## src/rtl/alien_grid_renderer.sv

```systemverilog
// Repaints the alien formation on a 160x120 VGA adapter, one pixel per clock.
// Each pass erases the formation at the previous offset, then draws it at the new one.
module alien_grid_renderer #(
    parameter int unsigned ALIEN_COLS   = 8,
    parameter int unsigned ALIEN_ROWS   = 3,
    parameter int unsigned ALIEN_W      = 8,
    parameter int unsigned ALIEN_H      = 4,
    parameter int unsigned X_SPACING    = 12,
    parameter int unsigned Y_SPACING    = 8,
    parameter int unsigned X_ORIGIN     = 16,
    parameter int unsigned Y_ORIGIN     = 8,
    parameter logic [2:0]  ALIEN_COLOUR = 3'b010,
    parameter logic [2:0]  BG_COLOUR    = 3'b000
) (
    input  logic                             Clock,
    input  logic                             Reset,
    input  logic                             drawEn,
    input  logic [5:0]                       rowOffset,
    input  logic                             gameOver,
    input  logic [ALIEN_ROWS*ALIEN_COLS-1:0] aliveMask,
    output logic [7:0]                       x,
    output logic [6:0]                       y,
    output logic [2:0]                       colour,
    output logic                             plot,
    output logic                             busy,
    output logic                             done
);
    localparam int unsigned MASK_W = ALIEN_ROWS * ALIEN_COLS;
    localparam int unsigned IDX_W  = $clog2(MASK_W + 1);
    localparam int unsigned PX_W   = (ALIEN_W > 1)    ? $clog2(ALIEN_W)    : 1;
    localparam int unsigned PY_W   = (ALIEN_H > 1)    ? $clog2(ALIEN_H)    : 1;
    localparam int unsigned COL_W  = (ALIEN_COLS > 1) ? $clog2(ALIEN_COLS) : 1;
    localparam int unsigned ROW_W  = (ALIEN_ROWS > 1) ? $clog2(ALIEN_ROWS) : 1;
    localparam int unsigned CW     = 9;
    localparam int unsigned SCR_W  = 160;
    localparam int unsigned SCR_H  = 120;

    typedef enum logic [2:0] {S_IDLE, S_LATCH, S_ERASE, S_DRAW, S_DONE} state_t;

    state_t              state_q, state_d;
    logic [PX_W-1:0]     px_q, px_d;
    logic [PY_W-1:0]     py_q, py_d;
    logic [COL_W-1:0]    col_q, col_d;
    logic [ROW_W-1:0]    row_q, row_d;
    logic [5:0]          new_offset_q, new_offset_d;
    logic [5:0]          drawn_offset_q, drawn_offset_d;
    logic                has_drawn_q, has_drawn_d;
    logic [MASK_W-1:0]   mask_q, mask_d;
    logic [7:0]          x_q, x_d;
    logic [6:0]          y_q, y_d;
    logic [2:0]          colour_q, colour_d;
    logic                plot_q, plot_d;
    logic                busy_q, busy_d;
    logic                done_q, done_d;

    logic [5:0]          cur_offset;
    logic [CW-1:0]       x_pix, y_pix;
    logic [IDX_W-1:0]    mask_idx;
    logic                on_screen, alive, last_pix, request;

    always_comb begin
        state_d        = state_q;
        px_d           = px_q;
        py_d           = py_q;
        col_d          = col_q;
        row_d          = row_q;
        new_offset_d   = new_offset_q;
        drawn_offset_d = drawn_offset_q;
        has_drawn_d    = has_drawn_q;
        mask_d         = mask_q;
        x_d            = x_q;
        y_d            = y_q;
        colour_d       = colour_q;
        plot_d         = 1'b0;
        done_d         = 1'b0;

        request    = drawEn && !gameOver && (!has_drawn_q || rowOffset != drawn_offset_q);
        cur_offset = (state_q == S_ERASE) ? drawn_offset_q : new_offset_q;
        x_pix      = CW'(X_ORIGIN) + CW'(col_q) * CW'(X_SPACING) + CW'(px_q);
        y_pix      = CW'(Y_ORIGIN) + CW'(cur_offset) + CW'(row_q) * CW'(Y_SPACING) + CW'(py_q);
        on_screen  = (x_pix < CW'(SCR_W)) && (y_pix < CW'(SCR_H));
        mask_idx   = IDX_W'(row_q) * IDX_W'(ALIEN_COLS) + IDX_W'(col_q);
        alive      = |(mask_q & (MASK_W'(1) << mask_idx));
        last_pix   = (px_q == PX_W'(ALIEN_W - 1)) && (py_q == PY_W'(ALIEN_H - 1)) &&
                     (col_q == COL_W'(ALIEN_COLS - 1)) && (row_q == ROW_W'(ALIEN_ROWS - 1));

        // Pixel walk: px fastest, then py, col, row; wraps to zero after the last pixel.
        if (state_q == S_ERASE || state_q == S_DRAW) begin
            x_d = x_pix[7:0];
            y_d = y_pix[6:0];
            if (px_q == PX_W'(ALIEN_W - 1)) begin
                px_d = '0;
                if (py_q == PY_W'(ALIEN_H - 1)) begin
                    py_d = '0;
                    if (col_q == COL_W'(ALIEN_COLS - 1)) begin
                        col_d = '0;
                        row_d = (row_q == ROW_W'(ALIEN_ROWS - 1)) ? '0 : row_q + ROW_W'(1);
                    end else begin
                        col_d = col_q + COL_W'(1);
                    end
                end else begin
                    py_d = py_q + PY_W'(1);
                end
            end else begin
                px_d = px_q + PX_W'(1);
            end
        end

        case (state_q)
            S_IDLE: begin
                if (request) state_d = S_LATCH;
            end
            S_LATCH: begin
                new_offset_d = rowOffset;
                mask_d       = aliveMask;
                px_d         = '0;
                py_d         = '0;
                col_d        = '0;
                row_d        = '0;
                state_d      = has_drawn_q ? S_ERASE : S_DRAW;
            end
            S_ERASE: begin
                colour_d = BG_COLOUR;
                plot_d   = on_screen;
                if (last_pix) state_d = S_DRAW;
            end
            S_DRAW: begin
                colour_d = ALIEN_COLOUR;
                plot_d   = on_screen && alive;
                if (last_pix) state_d = S_DONE;
            end
            S_DONE: begin
                drawn_offset_d = new_offset_q;
                has_drawn_d    = 1'b1;
                done_d         = 1'b1;
                state_d        = S_IDLE;
            end
            default: state_d = S_IDLE;
        endcase

        // Game over abandons the pass without touching the record of what is on screen.
        if (gameOver && state_q != S_IDLE) begin
            state_d        = S_IDLE;
            plot_d         = 1'b0;
            done_d         = 1'b0;
            drawn_offset_d = drawn_offset_q;
            has_drawn_d    = has_drawn_q;
            px_d           = '0;
            py_d           = '0;
            col_d          = '0;
            row_d          = '0;
        end

        busy_d = (state_d != S_IDLE);
    end

    always_ff @(posedge Clock) begin
        if (Reset) begin
            state_q        <= S_IDLE;
            px_q           <= '0;
            py_q           <= '0;
            col_q          <= '0;
            row_q          <= '0;
            new_offset_q   <= '0;
            drawn_offset_q <= '0;
            has_drawn_q    <= 1'b0;
            mask_q         <= '0;
            x_q            <= '0;
            y_q            <= '0;
            colour_q       <= '0;
            plot_q         <= 1'b0;
            busy_q         <= 1'b0;
            done_q         <= 1'b0;
        end else begin
            state_q        <= state_d;
            px_q           <= px_d;
            py_q           <= py_d;
            col_q          <= col_d;
            row_q          <= row_d;
            new_offset_q   <= new_offset_d;
            drawn_offset_q <= drawn_offset_d;
            has_drawn_q    <= has_drawn_d;
            mask_q         <= mask_d;
            x_q            <= x_d;
            y_q            <= y_d;
            colour_q       <= colour_d;
            plot_q         <= plot_d;
            busy_q         <= busy_d;
            done_q         <= done_d;
        end
    end

    assign x      = x_q;
    assign y      = y_q;
    assign colour = colour_q;
    assign plot   = plot_q;
    assign busy   = busy_q;
    assign done   = done_q;
endmodule

```

## config.mk

```make
export PLATFORM = sky130hd
export DESIGN_NAME = alien_grid_renderer
export DESIGN_NICKNAME = d
export VERILOG_FILES = /design/src/rtl/alien_grid_renderer.sv
export SDC_FILE = /design/constraint.sdc
export NUM_CORES = 1
export LEC_CHECK = 0
export CORE_MARGIN = 2
export CORE_UTILIZATION = 45
export CTS_BUF_LIST = sky130_fd_sc_hd__clkbuf_2
export CTS_CLUSTER_SIZE = 40
export DETAILED_ROUTE_END_ITERATION = 8
export MAX_ROUTING_LAYER = met4
export PLACE_DENSITY = 0.78
export SLEW_MARGIN = 0
export SYNTH_ARGS = -nofsm -noshare
export SYNTH_HDL_FRONTEND = slang
export SYNTH_SLANG_ARGS = --single-unit
```

## constraint.sdc

```tcl
create_clock -name Clock -period 2.9 [get_ports Clock]
set_clock_uncertainty 0.2 [all_clocks]
set_input_delay 0.58 -clock Clock [delete_from_list [all_inputs] [get_ports Clock]]
set_output_delay 0.58 -clock Clock [all_outputs]
set_load 0.05 [all_outputs]
```

* Word level (Yosys, flattened, before mapping)
Index checks and enable logic that the tools add are counted.
** Operators by class
- Order comparisons :: 2
- Multipliers :: 1
- Bitwise gates (word level) :: 2
- Muxes and demuxes :: 14
- Shift-type cells :: 1
- Equal/unequal tests :: 9
- Reductions and logical operators :: 23
- Add/sub/neg operators :: 10
** Operator list (count)
- $and A24 B24 Y24 :: 1
- $reduce_or A24 Y1 :: 1
- $shl A1 B5 Y24 const A :: 1
- $mux W3 :: 6
- $pmux W3 S4 :: 1
- $add A8 B2 Y9 :: 1
- $add A8 B3 Y9 :: 1
- $eq A3 B3 Y1 const B :: 3
- $lt A9 B7 Y1 const B :: 1
- $lt A9 B8 Y1 const B :: 1
- $add A5 B7 Y8 const A :: 1
- $add A7 B5 Y8 :: 1
- $logic_and A1 B1 Y1 :: 8
- $add A4 B6 Y7 const A :: 1
- $add A3 B1 Y3 const B :: 2
- $eq A3 B2 Y1 const B :: 2
- $mux W6 :: 1
- $ne A6 B6 Y1 :: 1
- $pmux W3 S2 :: 1
- $reduce_bool A3 Y1 :: 2
- $add A5 B3 Y5 :: 1
- $mul A3 B2 Y5 const B :: 1
- $add A2 B1 Y2 const B :: 2
- $eq A2 B2 Y1 const B :: 2
- 14 further kinds :: 19
** Storage, ports and cells
- Word-level logic and storage cells :: 77
- Output and inout bits :: 21
- Register bits after elaboration :: 71

* Logic depth before layout (Yosys ltp)
Gate-level depths: netlist of the first run.
- Word-level depth :: 9
- Gate-level depth with buffers :: 12
- Depth with buffers taken out :: 11

* Worst setup path after synthesis of the first run
No wires, ideal clock.
- Path kind :: reg-to-reg
- Start :: register state_q[1]
- End :: register plot_q, in the netlist plot
- Setup time :: 138 ps
- Data required time :: 2562 ps
- Buffers on the path :: 1
- Arrival :: 2656 ps
- Clock period less this slack :: 2994 ps
- Slack :: -94 ps
- Cell stages (with the launch flop) :: 12
- Cells stage by stage :: dfxtp_1 > buf_4 > nand2b_1 > nor2_2 > mux2_2 > ha_1 > ha_1 > fa_1 > a31oi_1 > xnor2_1 > a21boi_0 > a221oi_2
** Between the ends
- Cells in the longest elaborated chain, start to end :: 9
- Elaborated cells between the ends (all ways) :: 13
- Those cells by class :: add/sub (3); order compare (1); eq/ne (2); mux (2); reduce/logical (5)
** RTL lines
- start, declared :: line 40 : state_t state_q, state_d;
- start signal, assigned :: line 175 : state_q <= state_d;
- $eq A3 B2 Y1 :: line 78, 109
- $mux W6 :: line 78 : cur_offset = (state_q == S_ERASE) ? drawn_offset_q : new_offset_q;
- $add A4 B6 Y7 :: line 80 : y_pix = CW'(Y_ORIGIN) + CW'(cur_offset) + CW'(row_q) * CW'(Y_SPACING) + CW'(py_q);
- $add A7 B5 Y8 :: line 80
- $add A8 B2 Y9 :: line 80
- $lt A9 B7 Y1 :: line 81 : on_screen = (x_pix < CW'(SCR_W)) && (y_pix < CW'(SCR_H));
- $logic_and A1 B1 Y1 :: line 81
- $logic_and A1 B1 Y1 :: line 129 : plot_d = on_screen && alive;
- $pmux W1 S2 :: line 109 : case (state_q)
- end signal, assigned :: line 187 : plot_q <= plot_d;
- end, declared :: line 52 : logic plot_q, plot_d;
Several ways; a longest one is shown, not always the timed one.
A chain may end at the register's enable or synchronous reset.

* Worst setup path after layout of the first run
- Start :: register state_q[2]
- End :: register plot_q, in the netlist plot
The elaborated chain is that of the path after synthesis.

==> results of run 1 <==
registers in the layout, summed over array words and instances (netlist names):
| signal | cells |
|---|---|
| col_q | 3 |
| x | 8 |
| row_q | 2 |
| state_q | 3 |
| done | 1 |
| mask_q | 24 |
| has_drawn_q | 1 |
| plot | 1 |
| px_q | 3 |
| drawn_offset_q | 6 |
| colour | 1 |
| new_offset_q | 6 |
| y | 7 |
| busy | 1 |
| py_q | 2 |
layer usage:
metal,vias up,wire length [um]
met5,-,0
met3,15,295
met2,67,3670
met4,0,153
met1,1349,3410
li1,1467,-
cells by family (layout without fill, tap and decap cells):
| group | after synthesis | in the layout |
|---|---|---|
| buffers and inverters | 31 | 90 |
| AOI/OAI and AO/OA | 94 | 94 |
| other | 1 | 2 |
| muxes | 10 | 10 |
| DFF | 69 | 69 |
| and+or+nand+nor | 159 | 159 |
| adders and majority gates | 23 | 23 |
| xor gates and xnor gates | 11 | 11 |
through the flow:
step | std cells | setup TNS (ns) | power (mW) | utilization (%) | area (um^2)
global placement | 536 | 0 | 1.22 | 54.2 | 3890
CTS | 554 | 0 | 1.66 | 55.7 | 4000
global route | 557 | -0.0534 | 1.73 | 57.2 | 4110
finish | 557 | 0 | 1.66 | 57.2 | 4110
floorplan | 399 | 0 | 1.14 | - | 3300
detailed placement | 536 | -0.104 | 1.22 | 54.2 | 3890
cell usage in the layout (no fill, tap or decap), types with 3 or more instances in the layout:
| cell | count |
|---|---|
| mux2_2 | 5 |
| nor3_1 | 6 |
| ha_4 | 4 |
| nand3_1 | 5 |
| a22oi_1 | 5 |
| a21oi_1 | 63 |
| o21ai_0 | 4 |
| xnor2_1 | 8 |
| buf_4 | 14 |
| mux2_4 | 3 |
| a211oi_1 | 3 |
| nor2_1 | 19 |
| nand2_1 | 108 |
| and2_1 | 3 |
| inv_1 | 8 |
| dfxtp_1 | 68 |
| clkbuf_2 | 12 |
| clkdlybuf4s50_1 | 51 |
| ha_1 | 17 |
synth_stat cells, drive strengths merged (2+ instances only):
| master | n |
|---|---|
| inv | 8 |
| nand2 | 108 |
| clkbuf | 11 |
| a31oi | 2 |
| mux2i | 2 |
| and4 | 2 |
| xnor2 | 9 |
| a221oi | 2 |
| o21ai | 4 |
| dfxtp | 69 |
| ha | 21 |
| nand3 | 5 |
| mux2 | 8 |
| and3 | 2 |
| nand2b | 3 |
| a21boi | 2 |
| nor2 | 21 |
| a222oi | 2 |
| a311oi | 2 |
| nor3 | 6 |
| nand3b | 2 |
| fa | 2 |
| a22oi | 5 |
| buf | 12 |
| a211oi | 3 |
| xor2 | 2 |
| and2 | 3 |
| a21oi | 63 |
cell type report:
type / count / area (um^2) / share of cell area, %
clock buffers: 12 / 60.1 / 1.46
inverters: 8 / 30.0 / 0.731
multi-input cells: 299 / 1870 / 45.4
repair buffers: 67 / 632 / 15.4
flip-flops and latches: 69 / 1380 / 33.7
clock inverters: 3 / 13.8 / 0.335
well taps: 99 / 124 / 3.02
report_power, final:
part | switching, mW | internal, mW | total (mW)
registers | 0.0169 | 0.977 | 0.994
clock network | 0.326 | 0.114 | 0.440
logic | 0.122 | 0.103 | 0.225
total | 0.465 | 1.19 | 1.66
worst min-delay path: cells and delay by family (launching register included):
family          cells  cell delay (ns)
flops               1             0.35
compound gates      1             0.05
simple gates        1             0.05
worst paths after layout:
path,start,endpoint,cells past startpoint
worst max-delay path,state_q[2],plot,11
worst min-delay path,x[5],x[5],2
worst max register to register,state_q[2],plot,11
worst min register to register,x[5],x[5],2
timing repair:
| item | CTS | global route |
|---|---|---|
| gates resized for setup | 2 | 15 |
| buffers inserted | 3 | 3 |
| pin swaps | 1 | 6 |
| endpoints found under the setup margin | 1 | 1 |
| cloned | 0 | 0 |
==> reports/qor.csv, run 1 <==
stage,metric,value,unit
status,status,"complete, no violations",
clock_tree,root_buffer,clkbuf_2,
global_route,grt_overflow,0,
die,dieWidth,89.4,um
setup_path,cp_max_fo,5,
sta,worst_pin_slew,0.553,ns
setup_path,cp.arrival,3.13,ns
placed_design,dpl.hpwl,5.17,mm
synthesis,synth_area,3280,um^2
global_route,gr-usage-met1,23.3,%
sta,period_needed,2.90,ns
die,ios,55,
synthesis,avgSynthCellArea,8.25,um^2
global_route,use_met2,31.8,%
synthesis,synth_fa_ha_area_share,9.22,%
setup_path,cpPeakStageDelay,0.45,ns
placed_design,dp_slack,-0.104,ns
route,drc,0,
sta,hold_viol,0,
synthesis,synth_warnings,0,
setup_path,crit_required,3.13,ns
global_route,grt_pass1_vias,2578,
synthesis,synth-main-ff-cell,dfxtp_1,
global_route,grtUsageMet3,3.69,%
power,peakVddDrop,0.221,mV
setup_path,crit_path_cell_trace,nand2b_4 > nor2_4 > buf_6 > mux2_4 > ha_4 > ha_4 > fa_2 > a31oi_4 > xnor2_2 > a21boi_2 > a221oi_2,
placed_design,place.gp.congestion,0.880,
synthesis,yosys-top-cells-area,"dfxtp_1, nand2_1, a21oi_1",
synthesis,synth_top_area_share,42.1,%
global_route,grt_usage,19.5,%
synthesis,synth-edff-count,0,
sta,max_freq,345,MHz
clock_tree,clock-sinks,69,
setup_path,crit_family,adder cells,
min_path,hp-class,flip-flop to flip-flop,
clock_tree,clk_pin_slew,0.18,ns
route,via_count,2898,
die,die_area,8000,um^2
cells_and_area,n_antenna_cell,0,
global_route,busiest_layer,met2,
cells_and_area,area_growth,25.1,%
power,powerDensity,404,nW/um^2
setup_path,cp-start-kind,flip-flop,
die,initial_utilization,45.8,%
setup_path,crit_type,flip-flop to flip-flop,
job,drv_cap,0,
route,ant_nets,0,
route,drtIter0Drc,155,
setup_path,crit_buf_inv,1,
global_route,grt_max_degree,32,
cells_and_area,drive_gt1_share,11.8,%
sta,min_period_over_period,99.9,%
clock_tree,insertion_delay,0.50,ns
clock_tree,htreeDepth,3,
synthesis,synth.area.mux_share,3.47,%
route,wire_per_inst,13.5,um
synthesis,seq_area_frac_synth,42.1,%
clock_tree,cts_buffers,9,
setup_path,slowest_stage,fa_2,
synthesis,synth_area_leader_cell,dfxtp_1,
synthesis,synthSimpleGateAreaFrac,20.6,%
clock_tree,cts_hold_buf,0,
synthesis,syn_inst,398,
synthesis,synth.distinct_cells,52,
global_route,grt_pass1_wl,11.6,mm
synthesis,synth_xor_area_share,2.93,%
synthesis,synth-compound-area-share,17.2,%
power,leakagePower,1.50,nW
sta,setup_slack,0.00340,ns
cells_and_area,nets,511,
global_route,antenna_found_initial,0,
die,rows,31,
sta,setup_viol,0,
setup_path,crit_top_cell,ha_4,
die,coreArea,7180,um^2
placed_design,io_buffer_count,52,
synthesis,synth_seq_cells,69,
sta,relSlewSlack,62.6,%
synthesis,synth_top_family_by_area,simple AND/OR/NAND/NOR gates,
synthesis,async_reset_ff_share,0,%
setup_path,ff2ff_setup_slack,0.003,ns
sta,rsz0062_at_grt,true,
sta,maxSlewViolCount,0,
die,die_h,89.4,um
setup_path,end_kind,flip-flop,
route,drt-vias-per-instance,5.20,
clock_tree,clockBufferDepth,2,
sta,hold_ws,0.265,ns
route,drt-pass1-iter-count,5,
cells_and_area,n_fill_cell,658,
clock_tree,cts_tree,done,
route,routed_wirelength,7.52,mm
Power figures use the tool's default switching activity.
==> run 2: changes to the inputs <==
--- a/config.mk
+++ b/config.mk
@@ -10,7 +10,6 @@
 export CTS_BUF_LIST = sky130_fd_sc_hd__clkbuf_2
 export CTS_CLUSTER_SIZE = 40
 export DETAILED_ROUTE_END_ITERATION = 8
-export MAX_ROUTING_LAYER = met4
 export PLACE_DENSITY = 0.78
 export SLEW_MARGIN = 0
 export SYNTH_ARGS = -nofsm -noshare
==> run 2 against run 1 <==
  * Critical path depth is the same
  * Non-clock buffer count is the same
  * Worst hold slack is essentially flat
  * Maximum frequency is essentially flat
  * Core utilization is the same
  * Design area is the same
  * Critical path type unchanged
==> reports/qor.csv, run 2 (same netlist as run 1, synthesis figures left out) <==
stage,metric,value,unit,change
status,status,"complete, no violations",,unchanged
sta,setup_viol,0,,unchanged
clock_tree,root_buffer,clkbuf_2,,unchanged
placed_design,dp_slack,-0.104,ns,unchanged
setup_path,end_kind,flip-flop,,unchanged
setup_path,worst_r2r_startpoint,state_q[2],,unchanged
sta,min_period_over_period,99.9,%,about the same
route,routed_wirelength,7.52,mm,about the same
cells_and_area,final_common_cell,nand2_1,,unchanged
power,peakVddDrop,0.221,mV,about the same
setup_path,slowest_stage,fa_2,,unchanged
min_path,min_from,y[3],,was x[5]
global_route,grt_overflow,0,,unchanged
sta,hold_ws,0.265,ns,about the same
setup_path,crit_required,3.13,ns,about the same
setup_path,cp-start-kind,flip-flop,,unchanged
die,initial_utilization,45.8,%,unchanged
clock_tree,clk_pin_slew,0.18,ns,about the same
sta,relSlewSlack,63.3,%,was 62.6%
clock_tree,cts_buffers,9,,unchanged
route,wire_per_inst,13.5,um,about the same
setup_path,crit_top_cell,ha_4,,unchanged
placed_design,dpl.hpwl,5.17,mm,unchanged
job,drv_cap,0,,unchanged
die,rows,31,,unchanged
cells_and_area,largest_reg_flops,24,,unchanged
sta,rsz0062_at_grt,true,,unchanged
placed_design,placed_area,3890,um^2,unchanged
global_route,antenna_found_initial,0,,unchanged
die,dieWidth,89.4,um,unchanged
placed_design,place.gp.congestion,0.866,,was 0.880
route,drt-vias-per-instance,5.22,,was 5.20
setup_path,cpPeakStageDelay,0.45,ns,about the same
global_route,grt_max_degree,32,,unchanged
cells_and_area,layout.cells.most_common_list,"nand2_1, dfxtp_1, a21oi_1",,unchanged
cells_and_area,nets,511,,unchanged
setup_path,reg2regPathDepth,11,,unchanged
clock_tree,cts_tree,done,,unchanged
sta,hold_viol,0,,unchanged
route,via_count,2906,,"was 2,898"
clock_tree,clockBufferDepth,2,,unchanged
sta,setup_slack,0.00388,ns,was 0.00340 ns
global_route,grt_usage,19.0,%,was 19.5%
sta,maxSlewViolCount,0,,unchanged
min_path,hp-class,flip-flop to flip-flop,,unchanged
clock_tree,insertion_delay,0.50,ns,about the same
cells_and_area,drive_gt1_share,11.8,%,unchanged
global_route,grt_pass1_vias,2576,,"was 2,578"
min_path,min_to,y[3],,was x[5]
sta,worst_pin_slew,0.543,ns,was 0.553 ns
cells_and_area,fin_area,4110,um^2,unchanged
cells_and_area,largest-register,mask_q,,unchanged
route,ant_nets,0,,unchanged
setup_path,cp.arrival,3.13,ns,about the same
clock_tree,cts_hold_buf,0,,unchanged
die,die_h,89.4,um,unchanged
route,drc,0,,unchanged
sta,max_freq,345,MHz,about the same
global_route,grt_pass1_wl,11.6,mm,about the same
setup_path,crit_path_cell_trace,nand2b_4 > nor2_4 > buf_6 > mux2_4 > ha_4 > ha_4 > fa_2 > a31oi_4 > xnor2_2 > a21boi_2 > a221oi_2,,unchanged
min_path,holdPathStages,2,,unchanged
route,drtIter0Drc,176,,was 155
die,coreArea,7180,um^2,unchanged
clock_tree,htreeDepth,3,,unchanged
placed_design,io_buffer_count,52,,unchanged
setup_path,ff2ff_setup_slack,0.004,ns,was 0.003 ns
sta,period_needed,2.90,ns,about the same
cells_and_area,area_growth,25.1,%,unchanged
clock_tree,clock-sinks,69,,unchanged
die,ios,55,,unchanged
power,leakagePower,1.50,nW,unchanged
setup_path,crit_type,flip-flop to flip-flop,,unchanged
power,powerDensity,404,nW/um^2,about the same
setup_path,cp_max_fo,5,,unchanged
route,drt-pass1-iter-count,5,,unchanged
setup_path,reg2reg_to,plot,,unchanged
cells_and_area,n_antenna_cell,0,,unchanged
die,die_area,8000,um^2,unchanged
run 2: cell counts in the layout (fill, tap and decap cells not counted):
No cell type changed its count.
run 2: stage by stage:
| step | utilization (%) | std cells | total power [mW] | TNS [ns] |
|---|---|---|---|---|
| after floorplan | - | 399 | 1.14 | 0 |
| after global placement | 54.2 | 536 | 1.22 | 0 |
| after detailed placement | 54.2 | 536 | 1.22 | -0.104 |
| after CTS | 55.7 | 554 | 1.66 | 0 |
| after global routing | 57.2 | 557 | 1.73 | -0.0534 |
| final | 57.2 | 557 | 1.66 | 0 |
run 2: what timing repair did:
item                                    in CTS  in global routing
resized for setup                            2                 15
hold endpoints to repair                     0                  0
pin swaps                                    1                  6
endpoints found under the setup margin       1                  1
setup buffers                                3                  3
run 2: per-layer routing:
metal | up-vias | part of all wire (%) | GRT usage, %
li1 | 1468 | - | -
met1 | 1358 | 45 | 23.3
met2 | 65 | 49 | 31.8
met3 | 15 | 3.6 | 3.69
met4 | 0 | 2.0 | 9.36
met5 | - | 0 | 0
run 2: final cells by class:
type	instances	area, um^2
multi-input combinational	299	1870
tap	99	124
sequential	69	1380
clock inverter	3	13.8
clock buffer	12	60.1
fill	658	3070
timing repair buffer	67	632
inverter	8	30.0
run 2: worst max-delay path, delay by kind of cell, from the launching register on:
family | cells | cell delay [ns]
AO/OA/AOI/OAI | 3 | 0.64
adder cells (fa/ha/maj) | 3 | 0.79
buffers and inverters | 1 | 0.12
AND/OR/NAND/NOR | 2 | 0.32
multiplexers | 1 | 0.30
flip-flops | 1 | 0.36
XOR/XNOR | 1 | 0.11
run 2: how the worst max path moves through the flow:
stage / startpoint / endpoint / cells after the start
6_report: state_q[2] / plot / 11
5_1_grt: state_q[2] / plot / 11
4_1_cts: state_q[2] / plot / 10
3_5_place_dp: state_q[2] / plot / 10
3_3_place_gp: state_q[2] / plot / 10
2_1_floorplan: state_q[1] / plot / 11
run 2: report_power, final:
part,switching [mW],internal [mW]
sequential,0.0168,0.977
clock,0.325,0.114
combinational,0.122,0.103
total,0.464,1.19
